[src/rtl/fifo_pkg.sv]
// Shared defaults for the synchronous FIFO responder and its storage array.
package fifo_pkg;
  localparam int unsigned DATA_W_DEF   = 8;
  localparam int unsigned DEPTH_DEF    = 8;
  localparam int unsigned ADDR_W_DEF   = $clog2(DEPTH_DEF);
  localparam int unsigned CNT_W_DEF    = $clog2(DEPTH_DEF + 1);
  localparam int unsigned AF_LEVEL_DEF = 6;
  localparam int unsigned AE_LEVEL_DEF = 2;
endpackage

[src/rtl/fifo_mem.sv]
// DEPTH x DATA_W register array with one write port and one registered read port.
module fifo_mem #(
  parameter int unsigned DATA_W = fifo_pkg::DATA_W_DEF,
  parameter int unsigned DEPTH  = fifo_pkg::DEPTH_DEF,
  parameter int unsigned ADDR_W = $clog2(DEPTH)
) (
  input  logic              clk_i,
  input  logic              rst_i,
  input  logic              we_i,
  input  logic [ADDR_W-1:0] waddr_i,
  input  logic [DATA_W-1:0] wdata_i,
  input  logic              re_i,
  input  logic [ADDR_W-1:0] raddr_i,
  output logic [DATA_W-1:0] rdata_o
);

  logic [DATA_W-1:0] mem_q [DEPTH];
  logic [DATA_W-1:0] rdata_q;

  // Storage is deliberately not reset; only the read register is.
  always_ff @(posedge clk_i) begin
    if (we_i) mem_q[waddr_i] <= wdata_i;
  end

  always_ff @(posedge clk_i) begin
    if (rst_i)     rdata_q <= '0;
    else if (re_i) rdata_q <= mem_q[raddr_i];
  end

  assign rdata_o = rdata_q;

endmodule

[src/rtl/sync_fifo_resp.sv]
// Single-clock FIFO responder: pointers, occupancy count, status decode and
// one-cycle overrun/underrun pulses around a registered-read storage array.
module sync_fifo_resp
  import fifo_pkg::*;
#(
  parameter int unsigned DATA_W   = DATA_W_DEF,
  parameter int unsigned DEPTH    = DEPTH_DEF,
  parameter int unsigned AF_LEVEL = AF_LEVEL_DEF,
  parameter int unsigned AE_LEVEL = AE_LEVEL_DEF
) (
  input  logic              clk,
  input  logic              rst,
  input  logic [DATA_W-1:0] wr_data,
  input  logic              wr_enb,
  input  logic              rd_enb,
  output logic [DATA_W-1:0] rd_data,
  output logic              fifo_full,
  output logic              fifo_empty,
  output logic              fifo_almost_full,
  output logic              fifo_almost_empty,
  output logic              fifo_overrun,
  output logic              fifo_underrun
);

  localparam int unsigned ADDR_W = $clog2(DEPTH);
  localparam int unsigned CNT_W  = $clog2(DEPTH + 1);

  logic [ADDR_W-1:0] wr_ptr_q, wr_ptr_d;
  logic [ADDR_W-1:0] rd_ptr_q, rd_ptr_d;
  logic [CNT_W-1:0]  count_q, count_d;
  logic              overrun_q, underrun_q;
  logic              push_ok, pop_ok;

  assign push_ok = wr_enb & ~fifo_full;
  assign pop_ok  = rd_enb & ~fifo_empty;

  always_comb begin
    wr_ptr_d = wr_ptr_q;
    rd_ptr_d = rd_ptr_q;
    count_d  = count_q;
    if (push_ok) wr_ptr_d = wr_ptr_q + ADDR_W'(1);
    if (pop_ok)  rd_ptr_d = rd_ptr_q + ADDR_W'(1);
    // Count moves only when exactly one side is accepted.
    if (push_ok && !pop_ok)      count_d = count_q + CNT_W'(1);
    else if (pop_ok && !push_ok) count_d = count_q - CNT_W'(1);
  end

  always_ff @(posedge clk) begin
    if (rst) begin
      wr_ptr_q   <= '0;
      rd_ptr_q   <= '0;
      count_q    <= '0;
      overrun_q  <= 1'b0;
      underrun_q <= 1'b0;
    end else begin
      wr_ptr_q   <= wr_ptr_d;
      rd_ptr_q   <= rd_ptr_d;
      count_q    <= count_d;
      overrun_q  <= wr_enb & fifo_full;
      underrun_q <= rd_enb & fifo_empty;
    end
  end

  assign fifo_full         = (count_q == CNT_W'(DEPTH));
  assign fifo_empty        = (count_q == '0);
  assign fifo_almost_full  = (count_q >= CNT_W'(AF_LEVEL));
  assign fifo_almost_empty = (count_q <= CNT_W'(AE_LEVEL));
  assign fifo_overrun      = overrun_q;
  assign fifo_underrun     = underrun_q;

  fifo_mem #(
    .DATA_W (DATA_W),
    .DEPTH  (DEPTH),
    .ADDR_W (ADDR_W)
  ) u_mem (
    .clk_i   (clk),
    .rst_i   (rst),
    .we_i    (push_ok),
    .waddr_i (wr_ptr_q),
    .wdata_i (wr_data),
    .re_i    (pop_ok),
    .raddr_i (rd_ptr_q),
    .rdata_o (rd_data)
  );

endmodule

[config.mk]
export PLATFORM = sky130hd
export DESIGN_NAME = sync_fifo_resp
export DESIGN_NICKNAME = d
export VERILOG_FILES = /design/src/rtl/fifo_pkg.sv /design/src/rtl/fifo_mem.sv /design/src/rtl/sync_fifo_resp.sv
export SDC_FILE = /design/constraint.sdc
export NUM_CORES = 1
export LEC_CHECK = 0
export BUFFER_PORTS_ARGS = -buffer_cell sky130_fd_sc_hd__buf_2
export CORE_MARGIN = 10
export CORE_UTILIZATION = 59
export DETAILED_ROUTE_END_ITERATION = 8
export GPL_ROUTABILITY_DRIVEN = 0
export PLACE_DENSITY_LB_ADDON = 0.3
export SYNTH_ARGS = -nofsm -noshare
export SYNTH_HDL_FRONTEND = slang
export SYNTH_SLANG_ARGS = --single-unit
[constraint.sdc]
create_clock -name clk -period 3 [get_ports clk]
set_input_delay 0.45 -clock clk [delete_from_list [all_inputs] [get_ports clk]]
set_output_delay 0.45 -clock clk [all_outputs]
set_load 0.02 [all_outputs]
Word-level counts from Yosys, hierarchy flattened
Memories as Yosys holds them, arrays and structs flattened. A register that Yosys moved wholly into a read port is not among the register bits.
Index checks and enable logic that the tools add are counted.
Word-level totals
  bits in writable memories: 64
  input bits: 12
  latch bits: 0
  ROM bits: 0
  memories kept: 1
  flip-flop bits (word level): 12
  output and inout port bits: 14
Cells by class
  bitwise operators: 6
  multipliers: 0
  reductions and logical operators: 6
  order comparisons: 2
  shifts and indexed selects: 0
  equality and inequality tests: 1
  add/sub/neg operators: 4
  multiplexer cells: 4
  div/mod/pow operators: 0
Memory list
  u_mem.mem_q: words 8, bits a word 8, read ports 1, clocked after memory_dff 1, write ports 1, line fifo_mem.sv:17  | logic [DATA_W-1:0] mem_q [DEPTH];
Operator list (count)
  4-bit two-way mux: 2
  3-bit by 1-bit adder with 3-bit output, second input constant: 2
  4-bit by 1-bit adder with 4-bit output, second input constant: 1
  1-bit bitwise AND: 4
  4-bit == test, second input constant: 1
  4-bit by 3-bit greater-or-equal comparator with 1-bit output, second input constant: 1
  4-bit by 2-bit <= comparator with 1-bit output, second input constant: 1
  4-bit logical NOT: 1
  4-bit by 1-bit subtractor with 4-bit output, second input constant: 1
  1-bit logical AND: 2
  1-bit logical NOT: 2
  1-bit two-way mux: 2
  1-bit inverter: 2
  2-bit nonzero test: 1

Depth between registers and ports, before layout
Gate-level depths: netlist (run 1).
  word-level depth: 7
  depth in mapped cells: 10

Cells and area by module
Synthesis (run 1) repeated with hierarchy kept, for this count alone.
Unflattened totals
  cell total of the unflattened synthesis: 227
  area, all modules: 3437.0 um2
By module, submodules not included
  fifo_mem: instances 1, area an instance 2812.7 um2, cells each 162, sequential area each 2082.0 um2
  sync_fifo_resp: instances 1, area an instance 624.3 um2, cells each 65, sequential area each 240.2 um2

Worst setup path before layout (run 1)
Ideal clock, no wire load.
  path kind: reg2reg
  start point: register count_q[0]
  end point: register count_q[3]
  stages on the path, launching flop included: 11
  setup slack: 427 ps
  setup time: 121 ps
  arrival time: 2452 ps
  cell sequence: dfxtp_1 > or4b_4 > nand2_2 > inv_2 > ha_1 > inv_1 > ha_1 > a21oi_1 > a211oi_1 > a31oi_1 > mux2_2
Between the ends
  word-level cells in the longest chain between the ends: 6
Ends and longest elaborated chain
  start: declaration: line sync_fifo_resp.sv:30  | logic [CNT_W-1:0] count_q, count_d;
  start signal: assignment: line sync_fifo_resp.sv:58  | count_q <= count_d;
  4-bit == test (*): line sync_fifo_resp.sv:64  | assign fifo_full = (count_q == CNT_W'(DEPTH));
  1-bit inverter (*): line sync_fifo_resp.sv:34  | assign push_ok = wr_enb & ~fifo_full;
  1-bit bitwise AND (*): line sync_fifo_resp.sv:34
  named net push_ok: line sync_fifo_resp.sv:32  | logic push_ok, pop_ok;
  1-bit logical NOT: line sync_fifo_resp.sv:45  | else if (pop_ok && !push_ok) count_d = count_q - CNT_W'(1);
  1-bit logical AND: line sync_fifo_resp.sv:45
  2-bit nonzero test (no source line)
The timed path passes the listed nets; every way through them passes the cells marked *. The select of a mux whose other input is x is not followed.
A chain may end at the register's enable or synchronous reset.

Worst setup path in the final report (run 1)
Same ends and word-level chain as after synthesis.

==> impl_results.md, run 1 <==
* Critical path endpoint: count_q[3]$_SDFFE_PP0P_
* Most common cell after layout, fill and taps aside: sky130_fd_sc_hd__edfxtp_1
* Layout Area Growth over Synthesis at 12.5%
* Via count of the first global-routing pass at 1909
* #FFs+latches synth at 84
* Proportion of total power due to net switching at 32.8%
* Logic depth of the worst register-to-register path at 10
* Core Area at 5540 sq um
* Nature of the critical path endpoint: register
* First-pass GRT wire length at 10.2 mm
* Kind of start point of the critical path: register
* Count of input and output buffers at 25
* H-tree level count at 3
* Fraction of the yosys area taken by sequential cells at 68.4%
* Rel. slew slack at 44.5%
* Logic pwr share at 32.4%
* Count of flip-flops with a built-in enable after synthesis at 64
* Initial DRC count at 210
* Chip Width at 95.9 microns
* Share of async-settable or async-resettable flops after synthesis at 0%
* Detailed Routing Iterations Pass 1 at 4
* Final clock period utilization by the worst path at 95.0%
* Number of nets in the synthesized netlist at 215
* Estimated wirelength of the detail-placed design at 4.50 mm
* Worst-case register-to-register setup slack at 0.15 ns
* Routed len/inst at 20.9 microns
* Number of antenna diodes at 0
* Peak supply drop at 0.522 mV
* Fraction of layout instances using a drive strength above 1 at 37.8%
* Run status: finished clean
* Switching Power at 1130 uW
* Start-to-end type of the worst setup path: register to register
* F_max at 351 MHz
* Main synth FF type: sky130_fd_sc_hd__edfxtp_1
* Die height at 95.9 microns
* CTS clock-pin slew for the worst setup and hold paths at 0.08 ns
* Setup ws final at 0.149 ns
* Post-Place Worst Slack at 0.125 ns
* Classification of the worst-slack hold path: input port to register
* Post-Synthesis Mean Instance Area at 17.2 sq um
* Share of power burned in registers at 44.2%
* Power consumption at 3440 uW
* Number of warnings reported in the yosys synthesis log at 0
* Pin count of the biggest net entering global routing at 22
* Count of cell types in the netlist at 37
* Final #Nets at 251
* Critical path required time at 3.23 ns
* Vias per cell at 5.81
* Post-cts sizing count at 0
* Total Negative Setup Slacks at 0 ns
* Finish-stage setup viols at 0
* Overall track demand over capacity in global routing at 15.0%
* Count of hold buffers inserted by post-cts repair at 0
* Clock tree from TritonCTS: done
* Count of boundary I/O pins at 26
* Buffers inserted during post-CTS setup optimization at 0
* Cell internal pwr at 2310 uW
* Maximum buffer depth of the clock tree at 2
* CTS sink count at 84
* Peak fanout along the critical path at 7
* Arrival time at the worst endpoint at 3.08 ns
* Antenna violations before repair at 0
* Detailed-route via count at 1801
* Non-filler instance count after layout at 310
* Die footprint at 9190 sq um
* Final-layout worst hold slack at 0.373 ns
* Critical path startpoint: count_q[0]$_SDFFE_PP0P_
* Actual transition at the worst max-transition pin at 0.831 ns
* CTS Root Cell: sky130_fd_sc_hd__clkbuf_8
* Time the worst path needs with I/O delays and setup at 2.85 ns
* Commonest cells after routing, fill and taps aside: 64 x sky130_fd_sc_hd__edfxtp_1, 25 x sky130_fd_sc_hd__buf_2, 21 x sky130_fd_sc_hd__nor2_1, 19 x sky130_fd_sc_hd__dfxtp_1, 16 x sky130_fd_sc_hd__mux4_2
* Worst R2R Start: count_q[0]$_SDFFE_PP0P_
* Reg2Reg Capture Point: count_q[3]$_SDFFE_PP0P_
* Leftover overflow at the end of global routing at 0
* Final WL at 6.49 mm
* Standard-cell rows at 27
* Placed Instances at 294
* Power per cell area at 901 nW/um^2
* Power share of the clock group at 23.4%
* Final hold violation count at 0
* Mapped Area at 3400 sq um
* Initial Util at 61.3%
* Pins over their slew limit at 0
* Total clock buffers created by CTS at 9
* Number of antenna-violating nets in the routed design at 0
* Unrepaired setup endpoints after global routing: false
* Worst-Skew Late Latency at 0.34 ns
* DRC violations left at 0
* Post-Syn Instances at 197
* # Max-Cap Violations at 0
* Clock tree skew after final layout at 0.0103 ns
* Leakage power summed over all cells at 0.00135 uW
synth_stat cells (4+ instances only):
| library cell | instances | share of area, % |
|---|---|---|
| sky130_fd_sc_hd__nor3_2 | 8 | 2.4 |
| sky130_fd_sc_hd__dfxtp_1 | 20 | 12 |
| sky130_fd_sc_hd__nand2_1 | 7 | 0.77 |
| sky130_fd_sc_hd__edfxtp_1 | 64 | 57 |
| sky130_fd_sc_hd__ha_1 | 5 | 1.8 |
| sky130_fd_sc_hd__nor3_1 | 4 | 0.59 |
| sky130_fd_sc_hd__nor2_1 | 21 | 2.3 |
| sky130_fd_sc_hd__mux4_2 | 16 | 11 |
| sky130_fd_sc_hd__o22ai_2 | 8 | 2.9 |
| sky130_fd_sc_hd__a21oi_1 | 4 | 0.59 |
per-layer routing:
layer	track usage (%)	vias to the layer above	routed length, microns
li1	-	828	-
met1	17.7	897	2520
met2	26.1	64	3410
met3	3.66	12	438
met4	5.77	0	124
met5	0	-	0
cells by family (layout without fill, tap and decap cells):
logic type,Yosys count,count (layout),synth area share [%]
flip-flops,84,84,68.4
AND/OR/NAND/NOR,53,53,9.06
multiplexers,18,18,11.2
AO/OA/AOI/OAI,17,17,5.01
buffers and inverters,13,54,2.36
adder cells (fa/ha/maj),6,6,2.43
XOR/XNOR,6,6,1.55
final cells by class:
cell class	count	area [sq um]
Sequential cell	84	2320
Fill cell	365	1720
Multi-Input combinational cell	100	998
Timing Repair Buffer	34	193
Clock buffer	12	155
Tap cell	72	90.1
Clock inverter	4	47.5
Inverter	4	15.0
metrics by stage:
stage / utilization [%] / instance area (sq um)
after floorplan: - / 3400
after global placement: 65.2 / 3610
after detailed placement: 65.2 / 3610
after CTS: 68.9 / 3820
after global routing: 69.0 / 3820
final: 69.0 / 3820
worst max-delay path, cell delays in order, from the launching register on:
cell and delay (ns):
sky130_fd_sc_hd__dfxtp_1 0.40, sky130_fd_sc_hd__or4b_4 0.61, sky130_fd_sc_hd__nand2_2 0.15, sky130_fd_sc_hd__inv_2 0.07, sky130_fd_sc_hd__ha_1 0.21, sky130_fd_sc_hd__inv_1 0.14
sky130_fd_sc_hd__ha_1 0.30, sky130_fd_sc_hd__a21oi_2 0.20, sky130_fd_sc_hd__a211oi_1 0.11, sky130_fd_sc_hd__a31oi_1 0.18, sky130_fd_sc_hd__mux2_2 0.36
worst min path at each step:
| stage | slack [ns] | depth (start not counted) | start | endpoint |
|---|---|---|---|---|
| CTS | 0.36 | 1 | wr_data[1] | u_mem.mem_q[2][1]$_DFFE_PP_ |
| global route | 0.36 | 1 | wr_data[1] | u_mem.mem_q[2][1]$_DFFE_PP_ |
| detailed placement | 0.49 | 2 | u_mem.rdata_o[5]$_SDFFE_PP0P_ | u_mem.rdata_o[5]$_SDFFE_PP0P_ |
| global placement | 0.48 | 2 | u_mem.rdata_o[0]$_SDFFE_PP0P_ | u_mem.rdata_o[0]$_SDFFE_PP0P_ |
| finish | 0.37 | 1 | wr_data[1] | u_mem.mem_q[1][1]$_DFFE_PP_ |
| floorplan | 0.50 | 2 | wr_ptr_q[1]$_SDFFE_PP0P_ | wr_ptr_q[1]$_SDFFE_PP0P_ |
power groups by stage:
stage,clock network (uW),registers [uW],logic [uW]
floorplan,0,1550,855
global placement,0,1520,1060
detailed placement,0,1550,1110
CTS,817,1520,1120
global route,866,1540,1210
finish,805,1520,1120
registers in the layout, indices dropped and copies added (netlist names):
signal / count
fifo_overrun: 1
count_q: 4
u_mem.rdata_o: 8
rd_ptr_q: 3
wr_ptr_q: 3
fifo_underrun: 1
u_mem.mem_q: 64
No activity file was read; power rests on OpenSTA's default activity.
==> run 2, diff against run 1 <==
--- a/config.mk
+++ b/config.mk
@@ -13,4 +13,5 @@
 export PLACE_DENSITY_LB_ADDON = 0.3
 export SYNTH_ARGS = -nofsm -noshare
 export SYNTH_HDL_FRONTEND = slang
+export SYNTH_HIERARCHICAL = 1
 export SYNTH_SLANG_ARGS = --single-unit
==> constraint.sdc (replaced) <==
create_clock -name clk -period 2.9 [get_ports clk]
set_input_delay 0.435 -clock clk [delete_from_list [all_inputs] [get_ports clk]]
set_output_delay 0.435 -clock clk [all_outputs]
set_load 0.02 [all_outputs]
==> run 2 against run 1 <==
Against the previous run: first-iteration DRC count down 24%; synthesized cell count up 15%; sequential share of layout area down 0.72 points; non-clock buffer count up 1; count of clock-buffer cells in the layout up 1; combinational power up 7%; die area up 0.93%; wire length up 2.3%; via count up 9.3%.
==> impl_results.md, run 2 <==
* H-tree level count at 3 (unchanged)
* Finish-stage setup viols at 0 (unchanged)
* Peak supply drop at 0.504 mV (was 0.522 mV)
* Initial DRC count at 159 (was 210)
* Pins over their slew limit at 0 (unchanged)
* Buffers inserted during post-CTS setup optimization at 0 (unchanged)
* CTS clock-pin slew for the worst setup and hold paths at 0.08 ns (about the same)
* Most common cell after layout, fill and taps aside: sky130_fd_sc_hd__edfxtp_1 (unchanged)
* Estimated wirelength of the detail-placed design at 4.23 mm (was 4.50 mm)
* Count of hold buffers inserted by post-cts repair at 0 (unchanged)
* Switching Power at 1180 uW (was 1130 uW)
* Placed Instances at 323 (was 294)
* Total clock buffers created by CTS at 9 (unchanged)
* Post-Syn Instances at 227 (was 197)
* Vias per cell at 5.81 (about the same)
* Nature of the critical path endpoint: register (unchanged)
* Total Negative Setup Slacks at 0 ns (unchanged)
* Standard-cell rows at 27 (unchanged)
* Post-route core utilization at 69.4% (was 69.0%)
* Die footprint at 9280 sq um (was 9190 sq um)
* Most flop-heavy register: u_mem/mem_q (was u_mem.mem_q)
* DRC violations left at 0 (unchanged)
* Area fraction of the dominant cell type after synthesis at 55.9% (was 56.6%)
* Chip Width at 96.3 microns (was 95.9 microns)
* Area of combinational cells with multiple inputs at 1010 sq um (was 998 sq um)
* Number of nets in the synthesized netlist at 245 (was 215)
* Commonest cells after routing, fill and taps aside: 64 x sky130_fd_sc_hd__edfxtp_1, 25 x sky130_fd_sc_hd__nor2_1, 25 x sky130_fd_sc_hd__buf_2, 20 x sky130_fd_sc_hd__dfxtp_1 (was 64 x sky130_fd_sc_hd__edfxtp_1, 25 x sky130_fd_sc_hd__buf_2, 21 x sky130_fd_sc_hd__nor2_1, 19 x sky130_fd_sc_hd__dfxtp_1, 16 x sky130_fd_sc_hd__mux4_2)
* Core Area at 5570 sq um (was 5540 sq um)
* Count of input and output buffers at 25 (unchanged)
* Clock tree skew after final layout at 0.00600 ns (was 0.0103 ns)
* Leftover overflow at the end of global routing at 0 (unchanged)
* Die height at 96.3 microns (was 95.9 microns)
* Share of power burned in registers at 42.9% (was 44.2%)
* Logic pwr share at 33.3% (was 32.4%)
* Final-layout worst hold slack at 0.358 ns (was 0.373 ns)
* Number of antenna-violating nets in the routed design at 0 (unchanged)
* Cell internal pwr at 2430 uW (was 2310 uW)
* Proportion of total power due to net switching at 32.7% (was 32.8%)
* Fill cells at 383 (was 365)
* CTS sink count at 84 (unchanged)
* Critical path required time at 3.13 ns (was 3.23 ns)
* Number of antenna diodes at 0 (unchanged)
* Fraction of layout instances using a drive strength above 1 at 29.6% (was 37.8%)
* Post-Synthesis Mean Instance Area at 15.1 sq um (was 17.2 sq um)
* Worst-Skew Late Latency at 0.34 ns (about the same)
* Final clock period utilization by the worst path at 94.5% (was 95.0%)
* Count of boundary I/O pins at 26 (unchanged)
* Final WL at 6.64 mm (was 6.49 mm)
* Number of warnings reported in the yosys synthesis log at 6 (was 0)
* Count of flip-flops with a built-in enable after synthesis at 64 (unchanged)
* Routed len/inst at 19.6 microns (was 20.9 microns)
* Arrival time at the worst endpoint at 2.97 ns (was 3.08 ns)
* Power share of the clock group at 23.8% (was 23.4%)
* Count of cell types in the netlist at 36 (was 37)
* Power consumption at 3610 uW (was 3440 uW)
* Fraction of the yosys area taken by sequential cells at 67.6% (was 68.4%)
* Initial Util at 61.7% (was 61.3%)
* Power per cell area at 934 nW/um^2 (was 901 nW/um^2)
* Via count of the first global-routing pass at 1983 (was 1909)
* Detailed Routing Iterations Pass 1 at 5 (was 4)
* Final #Nets at 280 (was 251)
* Unrepaired setup endpoints after global routing: false (unchanged)
* Clock tree from TritonCTS: done (unchanged)
* Main synth FF type: sky130_fd_sc_hd__edfxtp_1 (unchanged)
* Rel. slew slack at 49.8% (was 44.5%)
* # Max-Cap Violations at 0 (unchanged)
* First-pass GRT wire length at 10.6 mm (was 10.2 mm)
* Post-cts sizing count at 0 (unchanged)
* Kind of start point of the critical path: register (unchanged)
* Cell with the most instances after synthesis: sky130_fd_sc_hd__edfxtp_1 (unchanged)
* CTS Root Cell: sky130_fd_sc_hd__clkbuf_8 (unchanged)
* Final hold violation count at 0 (unchanged)
* Number of flip-flops under the largest register name at 64 (unchanged)
* Detailed-route via count at 1968 (was 1801)
* Antenna violations before repair at 0 (unchanged)
* Maximum buffer depth of the clock tree at 2 (unchanged)
* F_max at 365 MHz (was 351 MHz)
* Run status: finished clean (unchanged)
* Classification of the worst-slack hold path: input port to register (unchanged)
* Mapped Area at 3440 sq um (was 3400 sq um)
* Layout Area Growth over Synthesis at 12.5% (about the same)
* Share of async-settable or async-resettable flops after synthesis at 0% (unchanged)
* Most area-hungry cell type in the Yosys netlist: sky130_fd_sc_hd__edfxtp_1 (unchanged)
* Actual transition at the worst max-transition pin at 0.751 ns (was 0.831 ns)
* Sequential cell area at 2320 sq um (about the same)
* #FFs+latches synth at 84 (unchanged)
* Peak fanout along the critical path at 6 (was 7)
* Non-filler instance count after layout at 339 (was 310)
* Overall track demand over capacity in global routing at 15.4% (was 15.0%)
* Leakage power summed over all cells at 0.00140 uW (was 0.00135 uW)
* Start-to-end type of the worst setup path: register to register (unchanged)
* Top cells by area in the synthesized netlist: sky130_fd_sc_hd__edfxtp_1 56%, sky130_fd_sc_hd__dfxtp_1 12%, sky130_fd_sc_hd__mux2_2 5.6% (was sky130_fd_sc_hd__edfxtp_1 57%, sky130_fd_sc_hd__dfxtp_1 12%, sky130_fd_sc_hd__mux4_2 11%)
* Most frequent cells after synthesis: 64 x sky130_fd_sc_hd__edfxtp_1, 25 x sky130_fd_sc_hd__nor2_1, 20 x sky130_fd_sc_hd__dfxtp_1 (was 64 x sky130_fd_sc_hd__edfxtp_1, 21 x sky130_fd_sc_hd__nor2_1, 20 x sky130_fd_sc_hd__dfxtp_1)
* Pin count of the biggest net entering global routing at 22 (unchanged)
* Time the worst path needs with I/O delays and setup at 2.74 ns (was 2.85 ns)
[run 2: cell families (layout without fill, tap and decap cells)]
| family | count (synthesis) | in the layout | synth area share, % |
|---|---|---|---|
| fa+ha+maj | 6 | 6 | 2.40 |
| xor+xnor | 6 | 6 | 1.53 |
| simple gates | 49 | 49 | 7.35 |
| mux | 34 | 34 | 10.5 |
| flops | 84 | 84 | 67.6 |
| compound gates | 32 | 32 | 7.46 |
| buf+inv | 16 | 56 | 3.17 |
[run 2: power groups by stage]
stage / clock (uW) / sequential (uW) / combinational, uW
2_1_floorplan: 0 / 1610 / 895
3_3_place_gp: 0 / 1570 / 1150
3_5_place_dp: 0 / 1570 / 1180
4_1_cts: 876 / 1550 / 1200
5_1_grt: 928 / 1580 / 1310
6_report: 858 / 1550 / 1200
[run 2: worst max-delay path, cell delays in order (launching register included)]
cell and delay, ns:
sky130_fd_sc_hd__dfxtp_1 0.38, sky130_fd_sc_hd__or4b_4 0.61, sky130_fd_sc_hd__nand2_2 0.12, sky130_fd_sc_hd__inv_1 0.07
sky130_fd_sc_hd__ha_1 0.23, sky130_fd_sc_hd__inv_2 0.10, sky130_fd_sc_hd__ha_1 0.27, sky130_fd_sc_hd__a21oi_2 0.18
sky130_fd_sc_hd__a211oi_1 0.10, sky130_fd_sc_hd__a31oi_1 0.21, sky130_fd_sc_hd__mux2_2 0.36
[run 2: final cells by class]
| type | count | share of cell area (%) |
|---|---|---|
| clock buffer | 13 | 4.37 |
| multi-input combinational | 127 | 26.1 |
| timing repair buffer | 35 | 5.50 |
| clock inverter | 3 | 1.13 |
| inverter | 5 | 0.485 |
| tap | 72 | 2.33 |
| sequential | 84 | 60.1 |
[run 2: final timing paths]
check        slack (ns)  depth (start not counted)                           from                            end
max                0.16                         10        count_q[0]$_SDFFE_PP0P_        count_q[3]$_SDFFE_PP0P_
min                0.36                          1                     wr_data[7]    u_mem/mem_q[7][7]$_DFFE_PP_
max reg2reg        0.16                         10        count_q[0]$_SDFFE_PP0P_        count_q[3]$_SDFFE_PP0P_
min reg2reg        0.49                          2  u_mem/rdata_o[5]$_SDFFE_PP0P_  u_mem/rdata_o[5]$_SDFFE_PP0P_
[run 2: per-stage QoR]
| stage | setup slack [ns] | cell area [sq um] |
|---|---|---|
| after CTS | 0.105 | 3860 |
| after detailed placement | 0.180 | 3650 |
| after floorplan | 0.357 | 3440 |
| after global routing | 0.0602 | 3870 |
| final | 0.160 | 3870 |
| after global placement | 0.260 | 3650 |
[run 2: layer usage]
metal	vias up	track usage [%]	share of wire, %
li1	927	-	-
met1	981	19.2	44
met2	50	24.7	50
met3	10	4.59	4.6
met4	0	6.05	1.4
met5	-	0	0
